<file path="src/rtl/wash_countdown_pkg.sv">
// Shared definitions for the wash countdown and its display path:
// state codes, default phase durations and a binary-to-BCD helper.
package wash_countdown_pkg;

  localparam logic [2:0] ST_IDLE  = 3'd0;
  localparam logic [2:0] ST_WASH  = 3'd1;
  localparam logic [2:0] ST_RINSE = 3'd2;
  localparam logic [2:0] ST_SPIN  = 3'd3;
  localparam logic [2:0] ST_DONE  = 3'd4;

  localparam int unsigned DEF_TICK_DIV = 100000000;
  localparam int unsigned DEF_WASH_S   = 30;
  localparam int unsigned DEF_RINSE_S  = 20;
  localparam int unsigned DEF_SPIN_S   = 15;

  // Two BCD digits {tens, units} for a value in 0..99.
  function automatic logic [7:0] bcd2(input int unsigned value);
    return {4'(value / 10), 4'(value % 10)};
  endfunction

endpackage

</file>
<file path="src/rtl/wash_countdown_bcd2.sv">
// Two-digit BCD register with synchronous load and single-step decrement.
module bcd2_down_counter (
  input  logic       clk,
  input  logic       rst,
  input  logic       load,
  input  logic       dec,
  input  logic [7:0] load_val,
  output logic [3:0] tens,
  output logic [3:0] units,
  output logic       is_one
);

  logic [3:0] tens_reg;
  logic [3:0] units_reg;

  always_ff @(posedge clk) begin
    if (rst) begin
      tens_reg  <= 4'd0;
      units_reg <= 4'd0;
    end else if (load) begin
      tens_reg  <= load_val[7:4];
      units_reg <= load_val[3:0];
    end else if (dec) begin
      // Borrow from tens when units is already zero (10 -> 09).
      if (units_reg != 4'd0) begin
        units_reg <= units_reg - 4'd1;
      end else begin
        units_reg <= 4'd9;
        tens_reg  <= tens_reg - 4'd1;
      end
    end
  end

  assign tens   = tens_reg;
  assign units  = units_reg;
  assign is_one = (tens_reg == 4'd0) && (units_reg == 4'd1);

endmodule

</file>
<file path="src/rtl/wash_countdown.sv">
// Washing-machine program sequencer: WASH -> RINSE -> SPIN -> DONE, with a
// 1 s prescaler and a two-digit BCD seconds display.
module wash_countdown
  import wash_countdown_pkg::*;
#(
  parameter int unsigned TICK_DIV = DEF_TICK_DIV,
  parameter int unsigned WASH_S   = DEF_WASH_S,
  parameter int unsigned RINSE_S  = DEF_RINSE_S,
  parameter int unsigned SPIN_S   = DEF_SPIN_S
) (
  input  logic       clk,
  input  logic       rst,
  input  logic       start,
  input  logic       pause,
  output logic [3:0] tens,
  output logic [3:0] units,
  output logic [2:0] phase,
  output logic       busy,
  output logic       done
);

  localparam logic [31:0] TICK_LAST = 32'(TICK_DIV - 1);
  localparam logic [7:0]  WASH_BCD  = bcd2(WASH_S);
  localparam logic [7:0]  RINSE_BCD = bcd2(RINSE_S);
  localparam logic [7:0]  SPIN_BCD  = bcd2(SPIN_S);

  logic [2:0]  state_reg, state_next;
  logic [31:0] presc_reg, presc_next;
  logic        start_reg;
  logic        busy_reg, busy_next;
  logic        done_reg, done_next;

  logic        start_edge;
  logic        tick;
  logic        cnt_load;
  logic        cnt_dec;
  logic [7:0]  load_val;
  logic        is_one;

  assign start_edge = start && !start_reg;
  assign tick       = (presc_reg == TICK_LAST);

  always_comb begin
    state_next = state_reg;
    presc_next = presc_reg;
    cnt_load   = 1'b0;
    cnt_dec    = 1'b0;
    load_val   = 8'h00;
    done_next  = 1'b0;
    case (state_reg)
      ST_IDLE, ST_DONE: begin
        if (start_edge) begin
          state_next = ST_WASH;
          cnt_load   = 1'b1;
          load_val   = WASH_BCD;
          presc_next = 32'd0;
        end
      end
      ST_WASH, ST_RINSE, ST_SPIN: begin
        // Pause freezes prescaler, digits and state alike.
        if (!pause) begin
          presc_next = tick ? 32'd0 : presc_reg + 32'd1;
          if (tick) begin
            if (is_one) begin
              cnt_load = 1'b1;
              case (state_reg)
                ST_WASH: begin
                  state_next = ST_RINSE;
                  load_val   = RINSE_BCD;
                end
                ST_RINSE: begin
                  state_next = ST_SPIN;
                  load_val   = SPIN_BCD;
                end
                default: begin
                  state_next = ST_DONE;
                  load_val   = 8'h00;
                  done_next  = 1'b1;
                end
              endcase
            end else begin
              cnt_dec = 1'b1;
            end
          end
        end
      end
      default: state_next = ST_IDLE;
    endcase
    busy_next = (state_next == ST_WASH) || (state_next == ST_RINSE) ||
                (state_next == ST_SPIN);
  end

  always_ff @(posedge clk) begin
    if (rst) begin
      state_reg <= ST_IDLE;
      presc_reg <= 32'd0;
      start_reg <= 1'b0;
      busy_reg  <= 1'b0;
      done_reg  <= 1'b0;
    end else begin
      state_reg <= state_next;
      presc_reg <= presc_next;
      start_reg <= start;
      busy_reg  <= busy_next;
      done_reg  <= done_next;
    end
  end

  bcd2_down_counter u_counter (
    .clk      (clk),
    .rst      (rst),
    .load     (cnt_load),
    .dec      (cnt_dec),
    .load_val (load_val),
    .tens     (tens),
    .units    (units),
    .is_one   (is_one)
  );

  assign phase = state_reg;
  assign busy  = busy_reg;
  assign done  = done_reg;

endmodule

</file>
<file path="config.mk">
export PLATFORM = sky130hd
export DESIGN_NAME = wash_countdown
export DESIGN_NICKNAME = d
export VERILOG_FILES = /design/src/rtl/wash_countdown_pkg.sv /design/src/rtl/wash_countdown_bcd2.sv /design/src/rtl/wash_countdown.sv
export SDC_FILE = /design/constraint.sdc
export NUM_CORES = 1
export LEC_CHECK = 0
export CAP_MARGIN = 20
export CORE_MARGIN = 2
export CORE_UTILIZATION = 55
export DETAILED_ROUTE_END_ITERATION = 6
export GPL_TIMING_DRIVEN = 1
export PLACE_DENSITY = 0.75
export SYNTH_ARGS = -nofsm -noshare
export SYNTH_HDL_FRONTEND = slang
export SYNTH_HIERARCHICAL = 1
export SYNTH_SLANG_ARGS = --single-unit
</file>
<file path="constraint.sdc">
create_clock -name clk -period 5.48 [get_ports clk]
set_input_delay 0.548 -clock clk [delete_from_list [all_inputs] [get_ports clk]]
set_output_delay 0.548 -clock clk [all_outputs]
set_load 0.02 [all_outputs]
</file>
### After elaboration in Yosys (flattened, before gate mapping)

Index checks and enable logic that the tools add are counted.

* RAM bits: 0
* output and inout bits: 13
* memory bits (read-only): 0
* bits in latches: 0
* register bits: 46
* memories: 0
* input port bits: 4

* multipliers: 0
* shift-type cells: 0
* divide/modulo/power cells: 0
* eq/ne operators: 12
* $add $sub $neg: 3
* muxes and demuxes: 32
* bitwise operators: 3
* reductions and logical operators: 16
* $lt $le $gt $ge: 0

Operator list (number)
* $mux 32: 3
* $pmux 32 s2: 1
* $add 32x1->32 const B: 1
* $eq 32x27->1 const B: 1
* $mux 4: 6
* $mux 6: 4
* $pmux 6 s2: 2
* $eq 3x2->1 const B: 4
* $mux 3: 4
* $pmux 3 s2: 2
* $mux 1: 9
* $sub 4x1->4 const B: 2
* $eq 3x1->1 const B: 2
* $ne 2x2->1 const B: 3
* $reduce_or 5->1: 1
* $eq 4x1->1 const B: 1
* $logic_not 4->1: 1
* $reduce_bool 2->1: 2
* $reduce_bool 4->1: 1
* $reduce_or 2->1: 2
* $eq 3x3->1 const B: 1
* $logic_not 3->1: 1
* $not 1->1: 3
* $reduce_and 3->1: 1
* other kinds (6): 8

### Logic depth before layout (Yosys ltp)

* depth after elaboration: 9
* mapped depth: 12
* mapped depth without buffers: 11

### Cells and area by module

The synthesis kept the hierarchy.

By module, submodules not included
* wash_countdown: area an instance 2021.9 µm², instances 1, cells an instance 240
* bcd2_down_counter: area an instance 447.9 µm², instances 1, cells an instance 55

### Least setup slack after synthesis

No wires, ideal clock.

* kind: reg-to-reg
* start: reg presc_reg[0]
* end: reg u_counter.tens_reg[3], in the netlist u_counter/tens[3]
* arrival time: 2.787 ns
* library setup time: 0.091 ns
* period minus slack after synthesis: 2.878 ns
* data required time: 5.389 ns
* cell stages (with the launch flop): 9
* path slack: 2.602 ns
* cells stage by stage: dfxtp_1 -> ha_1 -> and3_1 -> nand4_1 -> or3_1 -> nor4_1 -> or3b_1 -> or4b_1 -> a311oi_1

* cells in the longest elaborated chain, start to end: 6

Ends and longest elaborated chain
* start: declaration: RTL line wash_countdown.sv:28 `logic [31:0] presc_reg, presc_next;`
* start signal: assignment: RTL line wash_countdown.sv:102 `presc_reg <= presc_next;`
* $eq 32x27->1: RTL line wash_countdown.sv:41 `assign tick = (presc_reg == TICK_LAST);`
* $mux 1: RTL line wash_countdown.sv:63 `if (tick) begin`
* $mux 1: RTL line wash_countdown.sv:61 `if (!pause) begin`
* $mux 1: RTL line wash_countdown.sv:50 `case (state_reg)`
* net cnt_dec: RTL line wash_countdown.sv:36 `logic cnt_dec;`
* $reduce_bool 2->1 (no line)
* $reduce_and 2->1 (no line)
* end signal: assignment: RTL line wash_countdown_bcd2.sv:21 `tens_reg <= load_val[7:4];`
* end signal: assignment: RTL line wash_countdown_bcd2.sv:29 `tens_reg <= tens_reg - 4'd1;`
* end: declaration: RTL line wash_countdown_bcd2.sv:13 `logic [3:0] tens_reg;`

The timed path passes the listed nets, and every way through them passes these cells.
A chain may end at the register's enable or synchronous reset.

### Worst setup path after layout

* start: reg u_counter.units_reg[3], in the netlist u_counter/units[3]
* end: reg u_counter.tens_reg[2], in the netlist u_counter/tens[2]

* cells in the longest elaborated chain, start to end: 8

Ends and longest elaborated chain
* start: declaration: RTL line wash_countdown_bcd2.sv:14 `logic [3:0] units_reg;`
* start signal: assignment: RTL line wash_countdown_bcd2.sv:22 `units_reg <= load_val[3:0];`
* start signal: assignment: RTL line wash_countdown_bcd2.sv:26 `units_reg <= units_reg - 4'd1;`
* $eq 4x1->1 (*): RTL line wash_countdown_bcd2.sv:36 `assign is_one = (tens_reg == 4'd0) && (units_reg == 4'd1);`
* $logic_and 1x1->1 (*): RTL line wash_countdown_bcd2.sv:36
* net is_one: RTL line wash_countdown.sv:38 `logic is_one;`
* $mux 1 (*): RTL line wash_countdown.sv:64 `if (is_one) begin`
* $mux 1 (*): RTL line wash_countdown.sv:63
* $mux 1 (*): RTL line wash_countdown.sv:61
* $pmux 1 s2 (*): RTL line wash_countdown.sv:50
* net cnt_load: RTL line wash_countdown.sv:35 `logic cnt_load;`
* $ne 2x2->1 (no line) / $reduce_bool 2->1 (equally long branches)
* $reduce_and 2->1 (no line)

The timed path passes the listed nets; every way through them passes the cells marked *.

==> run summary <==
Across all hold checks on the routed design, the worst slack comes to 0.531 ns. The total of warnings raised by yosys is 6, and the fraction of registers with async set or reset after synthesis is 0%. The mean routed wirelength per cell works out to 14.6 µm. For this design, the slowest cell found on the critical path is o21ai_0.

The maximum number of pins on one net before global-route repair was 48; the area after detailed placement was 0.00266 mm². Walking the worst path, the cells encountered are or3_1, nor4_1, nand2b_1, nor4_2, nand2_1, o21ai_0, clkinv_1, nor2_1, a2111oi_0. The worst-path maximum fanout came out at 10.

The area growth from synthesis to layout is 12.1%. For this run, the number of standard cells in the final layout without fillers is 360. The remaining global-route overflow came out at 0.

The die is 71.0 µm tall. The worst voltage drop across the vdd grid was 0.159 mV. Routability-driven placement congestion ratio: 0.810. Tracing the worst setup path back leads to its startpoint at u_counter/units[3]. In the routed layout, each cell is associated on average with a via count of 6.19. The total routing resource utilization after global routing is 22.4%, and the width of the die is 71.0 µm.

In this run the count of I/O pins placed on the die edge is 17. The run gives 0.673 mW as the total power draw. The shortest period the worst path allows was 3.50 ns; the quantity of hold-fixing buffers added after cts was 0. STA classifies the critical path startpoint as a flip-flop. The worst setup slack for register-to-register paths came out at 1.98 ns. At the end of the flow, the number of nets in the layout was 313. After detailed routing, the number of remaining DRC violations is 0.

Portion of the post-synthesis area used by sequential elements: 37.3%. Along the worst hold path, the cell count comes to 2. Before CTS, the worst setup slack after placement is 2.03 ns. The run gives 63.6% as the final core utilization. For the worst setup path, the data arrival time is 3.66 ns. After synthesis, the cell types taking the most area are dfxtp_1 37%, a211oi_1 4.9%, nor3_1 4.1%. For the die footprint, the log shows 0.00504 mm². The slew at the pin with the worst max-slew slack was 0.791 ns; the number of unique standard cell types used by synthesis was 52. TritonCTS built the clock tree. The final cycle utilization of the critical path was 63.9%.

STA puts the critical path data required time at 5.64 ns. The run gives 2229 as the number of vias after detailed routing. The number of placed instances, taps included, is 352. Half-perimeter wire length after detailed placement: 3500 µm.

The first global-routing pass estimated 9300 µm of wire. The number of storage elements in the synthesis netlist is 46. Once the floorplan was initialized, standard cells occupied 56.7% of the core. Of the cells placed in the final design, the portion with a size suffix greater than 1 is 5.19%. Synthesis produced a netlist whose cell count is 295. Summed over all failing endpoints, the final setup total negative slack is 0 ns. The tools report the detailed-route wire length as 5260 µm. The worst setup path is of the flip-flop to flip-flop kind.

Prevailing post-synth register cell: dfxtp_1. Setup violations remaining at the end of the flow were counted as 0. For this design the ratio of total power to cell area is 243 mW/mm².

dfxtp_1 takes more of the synthesized area than any other cell. For the row count, the log shows 24. Max-slew violation count: 0. During placement, the flow inserted port buffers numbering 16. For this design the static power due to leakage is 0.825 nW. Before antenna repair, the detailed router went through 4 iterations. The via count of the first global-routing pass is 2031. Number of nets still failing antenna checks after routing: 0.

Startpoint of the most critical register-to-register path: u_counter/units[3]. Based on the critical path, the design can be clocked at up to 286 MHz. Setup slack on the critical path of the routed design comes to 1.98 ns. For the worst-skew pair, the clock arrives at the later sink with an insertion delay of 0.30 ns. The clock tree synthesis step divided the H-tree into 2 levels.

The run finished with clean final reports. For the worst flop-to-flop path, the logic depth is 9. In this run the deepest clock path goes through 2 buffers.

Critical register-to-register path endpoint: u_counter/tens[2]. In this run the standard cell core region covers 0.00435 mm². Summed over its instances, the top area cell type makes up 37.3% of the synthesized netlist area. After routing the design area is 0.00277 mm².

Class of the tightest hold or removal check: flip-flop to flip-flop. The initial antenna violation count was 0; the maximum clock skew at final layout was 0.0105 ns. The number of antenna repair diodes was 0; the total standard cell area after synthesis was 0.00247 mm².

The root buffer cell chosen for the clock tree is clkbuf_8. The register with the most flip-flops in the layout has 32 of them. The endpoint type of the worst setup path is a flip-flop. Remaining max-slew budget at the tightest pin: 46.7%. The clock-pin slew on the worst setup and hold paths is 0.09 ns.

The tree built by TritonCTS fans out to 46 sinks. Buffers added to address setup during post-CTS repair amount to 0. Max-cap violations in this run came to 0. The startpoint identified for the worst hold timing path is presc_reg[23]. Setup repair after global routing left no endpoint under its margin. For hold timing, the worst endpoint is presc_reg[23]. The filler cells instantiated in the layout total 366. For the number of gates resized after cts, the log shows 0.

The average instance in the mapped netlist occupies 8.37 µm². The TritonCTS buffer count came out at 5. The synthesized design contains 0 enable-type register cells. The hold violation count in the final report is 0.

In this run, the number of DRC markers left after iteration 0 of detailed routing was 143. The largest single stage delay on the critical path is 0.66 ns.
## critical path: cells and delay by family, from the launching register on
kind | cells | cell delay [ns]
and+or+nand+nor | 6 | 1.79
AOI/OAI and AO/OA | 2 | 0.75
buffers and inverters | 1 | 0.47
DFF | 1 | 0.35
## final cells by class
type	instances	area (µm²)	area share [%]
clock buffers	6	72.6	2.62
repair buffers	18	175	6.33
clock inverters	2	37.5	1.36
multi-input cells	229	1470	53.1
inverters	7	26.3	0.949
flip-flops and latches	46	921	33.3
well taps	52	65.1	2.35
## worst max-delay path by stage
stage | endpoint | slack (ns) | depth (start not counted)
finish | u_counter/tens[2] | 1.98 | 9
global route | u_counter/units[2] | 1.54 | 8
CTS | u_counter/units[2] | 2.01 | 8
detailed placement | u_counter/units[2] | 2.03 | 8
global placement | u_counter/tens[3] | 2.12 | 9
floorplan | u_counter/tens[3] | 2.60 | 8
## Yosys cell counts, types with 3 or more instances
cell type and instances:
nor3b_1 5, nand3_1 14, or3_1 14, xor2_1 8, nor3_1 20, and3_1 8
xnor2_1 10, nor4_1 8, nand2_1 17, a211oi_1 16, nand4_1 11, nor2_1 13
inv_1 6, nor4b_1 4, and2_1 4, o21ai_0 12, a21oi_1 7, a311oi_1 5
nand2b_1 3, dfxtp_1 46, nor2b_1 9, o21bai_1 3, a31oi_1 3, clkbuf_1 13
nand3b_1 3
## power breakdown
part | leakage (nW) | switching (mW) | internal [mW]
combinational | 0.401 | 0.0472 | 0.0277
sequential | 0.373 | 0.00980 | 0.341
clock | 0.0514 | 0.111 | 0.136
## cells in the final DEF, fill, tap and decap left out, types with 6 or more instances in the layout
cell,Yosys,routed
nor2b_1,9,9
nor2_1,13,13
or3_1,14,14
xnor2_1,10,10
nand4_1,11,11
inv_1,6,6
a211oi_1,16,16
nand3_1,14,14
xor2_1,8,8
nand2_1,17,17
nor3_1,20,20
a21oi_1,7,6
o21ai_0,12,12
and3_1,8,8
clkdlybuf4s50_1,0,16
nor4_1,8,8
dfxtp_1,46,46
## logic make-up after synthesis
family          share of synthesized area, %
fa+ha+maj                               1.01
buf+inv                                 3.80
flops                                   37.3
other cells                            0.152
mux                                    0.811
simple gates                            34.1
xor+xnor                                6.38
compound gates                          16.4
## per-layer routing
| layer | up-vias | global-route usage, % | wire length, µm | share of wire, % |
|---|---|---|---|---|
| li1 | 1130 | - | - | - |
| met1 | 1059 | 30.9 | 2680 | 51 |
| met2 | 32 | 35.4 | 2340 | 44 |
| met3 | 8 | 4.27 | 147 | 2.8 |
| met4 | 0 | 7.34 | 91 | 1.7 |
| met5 | - | 0 | 0 | 0 |
Power figures use the tool's default switching activity.
